### src/rtl/ipgu_window_addr_gen_if.sv
// Port bundle for the IPGU window address generator: frame control in, address beats out.
// Handshake: a beat transfers on a rising edge where out_valid && out_ready; while out_valid is
// high and out_ready is low the producer holds every beat field stable and does not retract it.
interface ipgu_window_addr_gen_if #(
  parameter int ADDR_W  = 9,
  parameter int SCL_W   = 8,
  parameter int MAX_WIN = 15,
  parameter int FRAC_W  = 4
);
  localparam int NW_W = $clog2(MAX_WIN + 1);

  logic              start;
  logic              abort;
  logic [NW_W-1:0]   num_win_x;
  logic [NW_W-1:0]   num_win_y;
  logic [FRAC_W+3:0] scale_num;
  logic              out_ready;
  logic              out_valid;
  logic [ADDR_W-1:0] addr_x;
  logic [ADDR_W-1:0] addr_y;
  logic [SCL_W-1:0]  scaled_x;
  logic [SCL_W-1:0]  scaled_y;
  logic              win_first;
  logic              win_last;
  logic              busy;
  logic              frame_done;
  logic              cfg_err;
  logic              state_dbg;

  modport master (
    output start, abort, num_win_x, num_win_y, scale_num, out_ready,
    input  out_valid, addr_x, addr_y, scaled_x, scaled_y, win_first, win_last,
           busy, frame_done, cfg_err, state_dbg
  );

  modport slave (
    input  start, abort, num_win_x, num_win_y, scale_num, out_ready,
    output out_valid, addr_x, addr_y, scaled_x, scaled_y, win_first, win_last,
           busy, frame_done, cfg_err, state_dbg
  );
endinterface

### src/rtl/ipgu_window_addr_gen.sv
// Window address generator: walks a frame as a grid of overlapping WIN x WIN windows and
// emits raw and fixed-point-scaled pixel addresses, one per valid/ready beat.
module ipgu_window_addr_gen #(
  parameter int ADDR_W  = 9,
  parameter int SCL_W   = 8,
  parameter int WIN     = 20,
  parameter int STRIDE  = 10,
  parameter int MAX_WIN = 15,
  parameter int FRAC_W  = 4
) (
  input  logic                   clk,
  input  logic                   rst,
  ipgu_window_addr_gen_if.slave  bus
);
  localparam int NW_W   = $clog2(MAX_WIN + 1);
  localparam int OFF_W  = (WIN > 1) ? $clog2(WIN) : 1;
  localparam int SC_W   = FRAC_W + 4;
  localparam int PROD_W = ADDR_W + SC_W;

  if (WIN < 2) begin : g_bad_win
    $error("ipgu_window_addr_gen: WIN must be at least 2");
  end
  if (STRIDE < 1 || STRIDE > WIN) begin : g_bad_stride
    $error("ipgu_window_addr_gen: STRIDE must be in 1..WIN");
  end
  if ((MAX_WIN - 1) * STRIDE + WIN - 1 >= (1 << ADDR_W)) begin : g_bad_addr_w
    $error("ipgu_window_addr_gen: ADDR_W too narrow for the window grid");
  end

  typedef enum logic {S_IDLE = 1'b0, S_RUN = 1'b1} state_t;

  state_t            state;
  logic [NW_W-1:0]   nwx, nwy;
  logic [SC_W-1:0]   scale;
  logic [NW_W-1:0]   wx, wy;
  logic [OFF_W-1:0]  off_x, off_y;
  logic [ADDR_W-1:0] org_x, org_y;
  logic              gen_done;   // final beat of the frame already sits in the output register
  logic              out_final;  // output register holds the final beat of the frame

  function automatic logic [SCL_W-1:0] scale_addr(input logic [ADDR_W-1:0] a,
                                                  input logic [SC_W-1:0]   s);
    logic [PROD_W-1:0] p;
    p = (PROD_W'(a) * PROD_W'(s)) >> FRAC_W;
    if (p > PROD_W'((1 << SCL_W) - 1)) begin
      return '1;
    end else begin
      return p[SCL_W-1:0];
    end
  endfunction

  logic [ADDR_W-1:0] nxt_x, nxt_y;
  logic [SCL_W-1:0]  nxt_sx, nxt_sy;
  logic              off_x_end, off_y_end, wx_end, wy_end;
  logic              load_en, hs, cfg_ok;

  assign nxt_x     = org_x + ADDR_W'(off_x);
  assign nxt_y     = org_y + ADDR_W'(off_y);
  assign nxt_sx    = scale_addr(nxt_x, scale);
  assign nxt_sy    = scale_addr(nxt_y, scale);
  assign off_x_end = (off_x == OFF_W'(WIN - 1));
  assign off_y_end = (off_y == OFF_W'(WIN - 1));
  assign wx_end    = (wx == nwx - NW_W'(1));
  assign wy_end    = (wy == nwy - NW_W'(1));
  assign hs        = bus.out_valid && bus.out_ready;
  assign load_en   = (state == S_RUN) && !gen_done && (!bus.out_valid || bus.out_ready);
  assign cfg_ok    = (bus.num_win_x != '0) && (bus.num_win_x <= NW_W'(MAX_WIN)) &&
                     (bus.num_win_y != '0) && (bus.num_win_y <= NW_W'(MAX_WIN));

  assign bus.busy      = (state == S_RUN);
  assign bus.state_dbg = (state == S_RUN);

  always_ff @(posedge clk or posedge rst) begin
    if (rst) begin
      state          <= S_IDLE;
      nwx            <= '0;
      nwy            <= '0;
      scale          <= '0;
      wx             <= '0;
      wy             <= '0;
      off_x          <= '0;
      off_y          <= '0;
      org_x          <= '0;
      org_y          <= '0;
      gen_done       <= 1'b0;
      out_final      <= 1'b0;
      bus.out_valid  <= 1'b0;
      bus.addr_x     <= '0;
      bus.addr_y     <= '0;
      bus.scaled_x   <= '0;
      bus.scaled_y   <= '0;
      bus.win_first  <= 1'b0;
      bus.win_last   <= 1'b0;
      bus.frame_done <= 1'b0;
      bus.cfg_err    <= 1'b0;
    end else begin
      bus.frame_done <= 1'b0;
      bus.cfg_err    <= 1'b0;
      case (state)
        S_IDLE: begin
          // abort outranks start while idle
          if (bus.start && !bus.abort) begin
            if (cfg_ok) begin
              state    <= S_RUN;
              nwx      <= bus.num_win_x;
              nwy      <= bus.num_win_y;
              scale    <= bus.scale_num;
              wx       <= '0;
              wy       <= '0;
              off_x    <= '0;
              off_y    <= '0;
              org_x    <= '0;
              org_y    <= '0;
              gen_done <= 1'b0;
            end else begin
              bus.cfg_err <= 1'b1;
            end
          end
        end
        S_RUN: begin
          if (bus.abort) begin
            state         <= S_IDLE;
            bus.out_valid <= 1'b0;
            wx            <= '0;
            wy            <= '0;
            off_x         <= '0;
            off_y         <= '0;
            org_x         <= '0;
            org_y         <= '0;
            gen_done      <= 1'b0;
            out_final     <= 1'b0;
          end else if (load_en) begin
            bus.out_valid <= 1'b1;
            bus.addr_x    <= nxt_x;
            bus.addr_y    <= nxt_y;
            bus.scaled_x  <= nxt_sx;
            bus.scaled_y  <= nxt_sy;
            bus.win_first <= (off_x == '0) && (off_y == '0);
            bus.win_last  <= off_x_end && off_y_end;
            out_final     <= off_x_end && off_y_end && wx_end && wy_end;
            // Advance: pixel raster inside the window, then window raster across the frame
            if (!off_x_end) begin
              off_x <= off_x + OFF_W'(1);
            end else begin
              off_x <= '0;
              if (!off_y_end) begin
                off_y <= off_y + OFF_W'(1);
              end else begin
                off_y <= '0;
                if (!wx_end) begin
                  wx    <= wx + NW_W'(1);
                  org_x <= org_x + ADDR_W'(STRIDE);
                end else begin
                  wx    <= '0;
                  org_x <= '0;
                  if (!wy_end) begin
                    wy    <= wy + NW_W'(1);
                    org_y <= org_y + ADDR_W'(STRIDE);
                  end else begin
                    gen_done <= 1'b1;
                  end
                end
              end
            end
          end else if (hs && out_final) begin
            state          <= S_IDLE;
            bus.out_valid  <= 1'b0;
            bus.frame_done <= 1'b1;
            out_final      <= 1'b0;
            gen_done       <= 1'b0;
          end
        end
        default: state <= S_IDLE;
      endcase
    end
  end
endmodule

### src/flat_wrapper.sv
// flat-port wrapper written by rule: the top's interface ports become plain ports
module ipgu_window_addr_gen_flat 
#(
  parameter int ADDR_W  = 9,
  parameter int SCL_W   = 8,
  parameter int WIN     = 20,
  parameter int STRIDE  = 10,
  parameter int MAX_WIN = 15,
  parameter int FRAC_W  = 4
)
  (clk, rst, bus_start, bus_abort, bus_num_win_x, bus_num_win_y, bus_scale_num, bus_out_ready, bus_out_valid, bus_addr_x, bus_addr_y, bus_scaled_x, bus_scaled_y, bus_win_first, bus_win_last, bus_busy, bus_frame_done, bus_cfg_err, bus_state_dbg);
  ipgu_window_addr_gen_if #(.ADDR_W(ADDR_W), .SCL_W(SCL_W), .MAX_WIN(MAX_WIN), .FRAC_W(FRAC_W)) bus_i ();
  input  logic clk;
  input  logic rst;
  input wire logic [$bits(bus_i.start)-1:0] bus_start;
  input wire logic [$bits(bus_i.abort)-1:0] bus_abort;
  input wire logic [$bits(bus_i.num_win_x)-1:0] bus_num_win_x;
  input wire logic [$bits(bus_i.num_win_y)-1:0] bus_num_win_y;
  input wire logic [$bits(bus_i.scale_num)-1:0] bus_scale_num;
  input wire logic [$bits(bus_i.out_ready)-1:0] bus_out_ready;
  output wire logic [$bits(bus_i.out_valid)-1:0] bus_out_valid;
  output wire logic [$bits(bus_i.addr_x)-1:0] bus_addr_x;
  output wire logic [$bits(bus_i.addr_y)-1:0] bus_addr_y;
  output wire logic [$bits(bus_i.scaled_x)-1:0] bus_scaled_x;
  output wire logic [$bits(bus_i.scaled_y)-1:0] bus_scaled_y;
  output wire logic [$bits(bus_i.win_first)-1:0] bus_win_first;
  output wire logic [$bits(bus_i.win_last)-1:0] bus_win_last;
  output wire logic [$bits(bus_i.busy)-1:0] bus_busy;
  output wire logic [$bits(bus_i.frame_done)-1:0] bus_frame_done;
  output wire logic [$bits(bus_i.cfg_err)-1:0] bus_cfg_err;
  output wire logic [$bits(bus_i.state_dbg)-1:0] bus_state_dbg;
  assign bus_i.start = bus_start;
  assign bus_i.abort = bus_abort;
  assign bus_i.num_win_x = bus_num_win_x;
  assign bus_i.num_win_y = bus_num_win_y;
  assign bus_i.scale_num = bus_scale_num;
  assign bus_i.out_ready = bus_out_ready;
  assign bus_out_valid = bus_i.out_valid;
  assign bus_addr_x = bus_i.addr_x;
  assign bus_addr_y = bus_i.addr_y;
  assign bus_scaled_x = bus_i.scaled_x;
  assign bus_scaled_y = bus_i.scaled_y;
  assign bus_win_first = bus_i.win_first;
  assign bus_win_last = bus_i.win_last;
  assign bus_busy = bus_i.busy;
  assign bus_frame_done = bus_i.frame_done;
  assign bus_cfg_err = bus_i.cfg_err;
  assign bus_state_dbg = bus_i.state_dbg;
  ipgu_window_addr_gen #(.ADDR_W(ADDR_W), .SCL_W(SCL_W), .WIN(WIN), .STRIDE(STRIDE), .MAX_WIN(MAX_WIN), .FRAC_W(FRAC_W)) u_core (.clk(clk), .rst(rst), .bus(bus_i));
endmodule
### config.mk
export PLATFORM = sky130hd
export DESIGN_NAME = ipgu_window_addr_gen_flat
export DESIGN_NICKNAME = d
export VERILOG_FILES = /design/src/rtl/ipgu_window_addr_gen_if.sv /design/src/rtl/ipgu_window_addr_gen.sv /design/src/flat_wrapper.sv
export SDC_FILE = /design/constraint.sdc
export NUM_CORES = 1
export LEC_CHECK = 0
export ABC_CLOCK_PERIOD_IN_PS = 10550
export BUFFER_PORTS_ARGS = -buffer_cell sky130_fd_sc_hd__buf_2
export CAP_MARGIN = 20
export CORE_ASPECT_RATIO = 1.75
export CORE_MARGIN = 2
export CORE_UTILIZATION = 45
export CTS_CLUSTER_DIAMETER = 100
export CTS_CLUSTER_SIZE = 28
export DETAILED_ROUTE_END_ITERATION = 10
export PLACE_DENSITY = 0.71
export SLEW_MARGIN = 20
export SYNTH_ARGS = -nofsm -noshare
export SYNTH_HDL_FRONTEND = slang
export SYNTH_SLANG_ARGS = --single-unit
### constraint.sdc
create_clock -name clk -period 10.55 [get_ports clk]
set_input_delay 0.5275 -clock clk [delete_from_list [all_inputs] [get_ports clk]]
set_output_delay 0.5275 -clock clk [all_outputs]
set_load 0.02 [all_outputs]
; ---- Word level (Yosys, flattened, before mapping)
; Cells that the tools add are included.
[classes]
n_bitwise = 2
addsub = 10
n_eq_ne = 16
div_mod_pow = 0
mux = 70
shifts = 0
n_mul = 2
magnitude_cmp = 4
n_reduce_logical = 29
[ops]
columns = operator, count
row1 = 9-bit 2-to-1 mux, 13
row2 = 4-bit 2-to-1 mux, 13
row3 = 5-bit 2-to-1 mux, 9
row4 = 9-bit case mux with 2 select lines, 2
row5 = 9-bit by 8-bit multiplier with 17-bit output, 2
row6 = 13-bit by 8-bit > comparator with 1-bit output (second input constant), 2
row7 = 1-bit 2-to-1 mux, 25
row8 = 4-bit != test (second input constant), 5
row9 = 5-bit case mux with 2 select lines, 2
row10 = 9-bit by 4-bit adder with 9-bit output (second input constant), 2
row11 = 9-bit by 5-bit adder with 9-bit output, 2
row12 = 8-bit 2-to-1 mux, 2
row13 = 4-bit case mux with 2 select lines, 2
row14 = 3-bit != test (second input constant), 5
row15 = 7-bit AND reduction, 2
row16 = 1-bit logical AND, 12
row17 = 5-bit by 1-bit adder with 5-bit output (second input constant), 2
row18 = 5-bit equality test (second input constant), 2
row19 = 5-bit logical NOT, 2
row20 = 3-bit AND reduction, 3
row21 = 4-bit by 1-bit adder with 4-bit output (second input constant), 2
row22 = 4-bit equality test, 2
row23 = 4-bit less-or-equal comparator (second input constant), 2
row24 = 4-bit nonzero test, 2
row25 = 10 further kinds, 16
[word_totals]
input_bits = 21
latchBits = 0
word_cells = 154
mem_bits_rw = 0
regBits = 94
rom_bits = 0
mem_count = 0

; ---- Logic depth before layout (Yosys ltp)
[logic_depth]
word_depth = 9
depth_mapped = 23
mapped_depth_nobuf = 22

; ---- Worst setup path after synthesis
; Ideal clock, no wire load.
[synth_path]
kind = register to register
start = register u_core.org_x[2]
end = register u_core.bus.scaled_x[0]
setup_slack_ns = 4.372
path_stages_with_launch = 21
period_less_slack_ns = 6.178
path_buffers = 0
setup_time_ns = 0.153
t_arrival_ns = 6.025
cell_sequence = dfrtp_1 ha_1 a21oi_1 nor2b_1 o21a_1 o21ai_0 xnor2_1 and2_1 fa_1 fa_1 fa_1 inv_1 fa_1 inv_1 ha_1 and3_1 a221oi_1 o31ai_1 or4_1 a211oi_2 a41oi_1
[synth_via]
elab_chain_len = 4
[synth_rtl]
columns = item, line
row1 = "start, declared", ipgu_window_addr_gen.sv:37  ; logic [ADDR_W-1:0] org_x, org_y;
row2 = "start signal, assigned", ipgu_window_addr_gen.sv:152  ; org_x <= org_x + ADDR_W'(STRIDE);
row3 = 9-bit by 5-bit adder with 9-bit output *, ipgu_window_addr_gen.sv:57  ; assign nxt_x = org_x + ADDR_W'(off_x);
row4 = 9-bit by 8-bit multiplier with 17-bit output *, ipgu_window_addr_gen.sv:44  ; p = (PROD_W'(a) * PROD_W'(s)) >> FRAC_W;
row5 = 13-bit by 8-bit > comparator with 1-bit output, ipgu_window_addr_gen.sv:45  ; if (p > PROD_W'((1 << SCL_W) - 1)) begin
row6 = 8-bit 2-to-1 mux *, ipgu_window_addr_gen.sv:45
row7 = "end signal, assigned", ipgu_window_addr_gen.sv:136  ; bus.scaled_x <= nxt_sx;
row8 = "end, declared", ipgu_window_addr_gen_if.sv:38  ; output out_valid, addr_x, addr_y, scaled_x, scaled_y, win_first, win_last,
; Mark *: on every way between the ends. The rest lies on a longest branch, timed or not.
; A chain may end at the register's enable or synchronous reset.

; ---- Worst setup path in the final report
[layout_path]
start = register u_core.off_x[2]
end = register u_core.bus.scaled_x[6]
[layout_via]
elab_chain_len = 4
[layout_rtl]
columns = item, line
row1 = "start, declared", ipgu_window_addr_gen.sv:36  ; logic [OFF_W-1:0] off_x, off_y;
row2 = "start signal, assigned", ipgu_window_addr_gen.sv:143  ; off_x <= off_x + OFF_W'(1);
row3 = 9-bit by 5-bit adder with 9-bit output *, ipgu_window_addr_gen.sv:57
row4 = 9-bit by 8-bit multiplier with 17-bit output *, ipgu_window_addr_gen.sv:44
row5 = 13-bit by 8-bit > comparator with 1-bit output, ipgu_window_addr_gen.sv:45
row6 = 8-bit 2-to-1 mux *, ipgu_window_addr_gen.sv:45
; Marked as above.

==> run summary <==
status -> finished clean
slowest cell on the critical path -> xnor2_1
largest family of logic cells by synthesized area -> adder cells
CP required -> 10.75 ns
die area -> 21,300 µm²
clk sink count -> 92
CP max FO -> 9
CP startpoint kind -> register
gr ovfl total -> 0
r2r startpoint -> u_core.off_x[2]
slew at the pin closest to its max-slew limit -> 0.810 ns
commonest non-fill, non-tap cell in the layout -> nand2_1
DP HPWL -> 16,000 µm
CP Class -> reg2reg
number of warnings issued by yosys -> 0
Post-Syn Instances -> 995
final setup violation count -> 0
DIE WIDTH -> 111 µm
skew final -> 0.00809 ns
Setup crit start -> u_core.off_x[2]
reg-to-reg setup timing slack -> 3.64 ns
DR pass1 iterations -> 4
slew margin rel. -> 45.6%
routed len/inst -> 15.7 µm
Final nets -> 1,236
Synth cell types -> 63
iteration-0 DRC count of the detailed router -> 231
Max Cap Violations -> 0
Compound-Gate Fraction of Synth Area -> 11.3%
fmax -> 145 MHz
most frequent cells in the layout -> nand2_1, inv_1, dfrtp_1
CTS root buf -> clkbuf_16
max incr delay on CP -> 0.61 ns
VDD IR max -> 116 µV
Vias -> 6,994
initial antenna violation count -> 0
clock buffer depth -> 2
Simple-Gate Fraction of Synth Area -> 20.0%
Worst path most repeated cell -> fa_1
ys async rst share -> 100%
drt drc -> 0
hold-fix buffer count after cts -> 0
Worst Setup End Kind -> register
Synth Register Bits -> 92
Primary FF master, synth -> dfrtp_1
largest net degree at the start of global routing -> 67
post-CTS sizing -> 0
PD cells -> 127 nW/µm²
unrepaired setup endpoints after global routing -> no
Seq/Total Area, Yosys -> 25.4%
CTS Buf Count -> 9
ANT cells -> 0
Die Y -> 192 µm
syn_nets -> 1,186
Initial Util -> 45.8%
Syn Area/Cell -> 9.10 µm²
first-pass GRT wire length -> 34,900 µm
mux cell area share after synthesis -> 1.96%
row cnt -> 68
CTS clk-pin slew, worst paths -> 0.07 ns
vias in the first global route -> 7,375
Total GRT Usage -> 20.1%
FF-to-FF End -> u_core.bus.scaled_x[6]
Leak Pwr -> 0.00499 µW
final-report max-slew violation count -> 0
number of routed nets with antenna violations -> 0
WL final -> 20,300 µm
core area -> 19,700 µm²
setup TNS -> 0 ns
Post CTS Setup Buffer Count -> 0
post-layout min period -> 6.91 ns
xor-xnor portion of the synthesized cell area -> 4.74%
Arr. time, crit path -> 7.11 ns
GPL Wtd Cong -> 0.895
Synth-to-Final Area Change -> 9.21%
critical-path cell list -> ha_1, a21oi_1, nor2b_1, o21a_1, o21ai_0, nor2_1, xnor2_1, nor2b_1, fa_1, inv_1, fa_1, fa_1, inv_1, fa_1, ha_1, nand2_1, nor2_1, nand3_1, and2_1, or4_1, a211oi_2, a41oi_1
Final Hold Viols -> 0
total power -> 1250 µW
EDFF count, synth -> 0
reg2reg path depth -> 22
ratio of final minimum period to clock period -> 65.5%
Worst-Skew Late Latency -> 0.36 ns
Synth Cell Area -> 9050 µm²
crit path capture -> u_core.bus.scaled_x[6]
IO buf count -> 61
H-tree lvl count -> 3
share of layout cells above drive strength 1 -> 9.81%
DR vias/cell -> 5.40
IO Pins -> 62
Synth Area in Adders -> 30.5%
Min-Delay Path Class -> in2async
TritonCTS clock tree -> built
logic make-up after synthesis:
| logic type | after synthesis |
|---|---|
| fa+ha+maj | 170 |
| compound gates | 159 |
| simple gates | 366 |
| xor+xnor | 49 |
| buf+inv | 143 |
| mux | 16 |
| flops | 92 |
cells in the mapped netlist (2+ instances only):
cell	count	share of area [%]
mux2_2	14	1.7
nand2b_1	9	0.62
o21a_1	3	0.25
mux2i_1	2	0.22
o31ai_1	3	0.25
clkbuf_1	20	0.83
or4_1	2	0.17
a22o_1	3	0.29
a21oi_1	32	1.8
xor2_1	16	1.5
nand3b_1	2	0.17
nor3b_1	2	0.17
a41oi_1	9	0.87
nor4_1	5	0.35
nand3_1	17	0.94
fa_1	84	19
o22ai_1	2	0.14
nor3_1	13	0.72
nor2b_1	20	1.4
a22oi_1	4	0.33
o21ai_1	2	0.11
buf_2	2	0.11
or3_1	5	0.35
dfrtp_1	92	25
o21bai_1	4	0.33
ha_1	86	12
o41ai_1	2	0.19
a31oi_1	3	0.21
nand4b_1	2	0.19
xnor2_1	33	3.2
o21ai_0	53	2.9
o22a_1	8	0.77
nand4_1	9	0.62
a21o_1	10	0.83
nor2_1	50	2.1
nand2_1	141	5.8
o211ai_1	5	0.41
inv_1	117	4.9
a211oi_1	4	0.33
and2_1	77	5.3
and3_1	6	0.41
layer usage:
metal,vias up,track usage [%],share of wire (%)
met5,-,0,0
met3,49,3.06,3.9
met1,3391,23.0,40
met2,161,36.6,52
li1,3393,-,-
met4,0,9.54,4.0
state kept, by name, indices dropped and copies added, names as in the netlist, 4 cells and up:
name / count
u_core.scale: 8
u_core.bus.scaled_x: 8
u_core.bus.scaled_y: 8
u_core.bus.addr_y: 9
u_core.nwy: 4
u_core.wy: 4
u_core.nwx: 4
u_core.off_x: 5
u_core.bus.addr_x: 9
u_core.org_y: 8
u_core.off_y: 5
u_core.org_x: 8
u_core.wx: 4
final cells by class:
class	instances	area, µm²
clock buffer	10	229
clock inverter	6	60.1
fill	1873	9860
inverter	117	442
multi-input combinational	760	6200
sequential	92	2300
tap	245	307
timing repair buffer	65	343
worst max-delay path: cells and delay by family, from the launching register on:
kind | cells | cell delay [ns]
adders and majority gates | 6 | 2.72
and+or+nand+nor | 8 | 1.44
AOI/OAI and AO/OA | 5 | 1.43
xor gates and xnor gates | 1 | 0.61
DFF | 1 | 0.43
buffers and inverters | 2 | 0.11
power breakdown:
part / total, µW / leakage (µW) / switching, µW / internal [µW]
sequential: 500 / 0.00120 / 86.5 / 413
clock: 326 / 0.000134 / 161 / 165
combinational: 426 / 0.00365 / 254 / 173
per-stage QoR:
stage	setup slack (ns)	hold slack, ns	instance area [µm²]	instances	util, %
3_5_place_dp	3.67	0.457	9580	1278	48.5
5_1_grt	3.19	0.174	9880	1295	50.1
3_3_place_gp	3.93	0.456	9580	1278	48.5
2_1_floorplan	4.37	0.465	9050	995	-
6_report	3.64	0.151	9880	1295	50.1
4_1_cts	3.63	0.155	9870	1294	50.0
worst min-delay path by stage:
| stage | endpoint | slack (ns) |
|---|---|---|
| floorplan | u_core.out_final | 0.46 |
| CTS | u_core.bus.addr_y[5] | 0.16 |
| global route | u_core.bus.addr_y[6] | 0.17 |
| global placement | u_core.bus.addr_x[5] | 0.46 |
| finish | u_core.bus.addr_y[6] | 0.15 |
| detailed placement | u_core.bus.addr_x[7] | 0.46 |
Power figures use the tool's default switching activity.
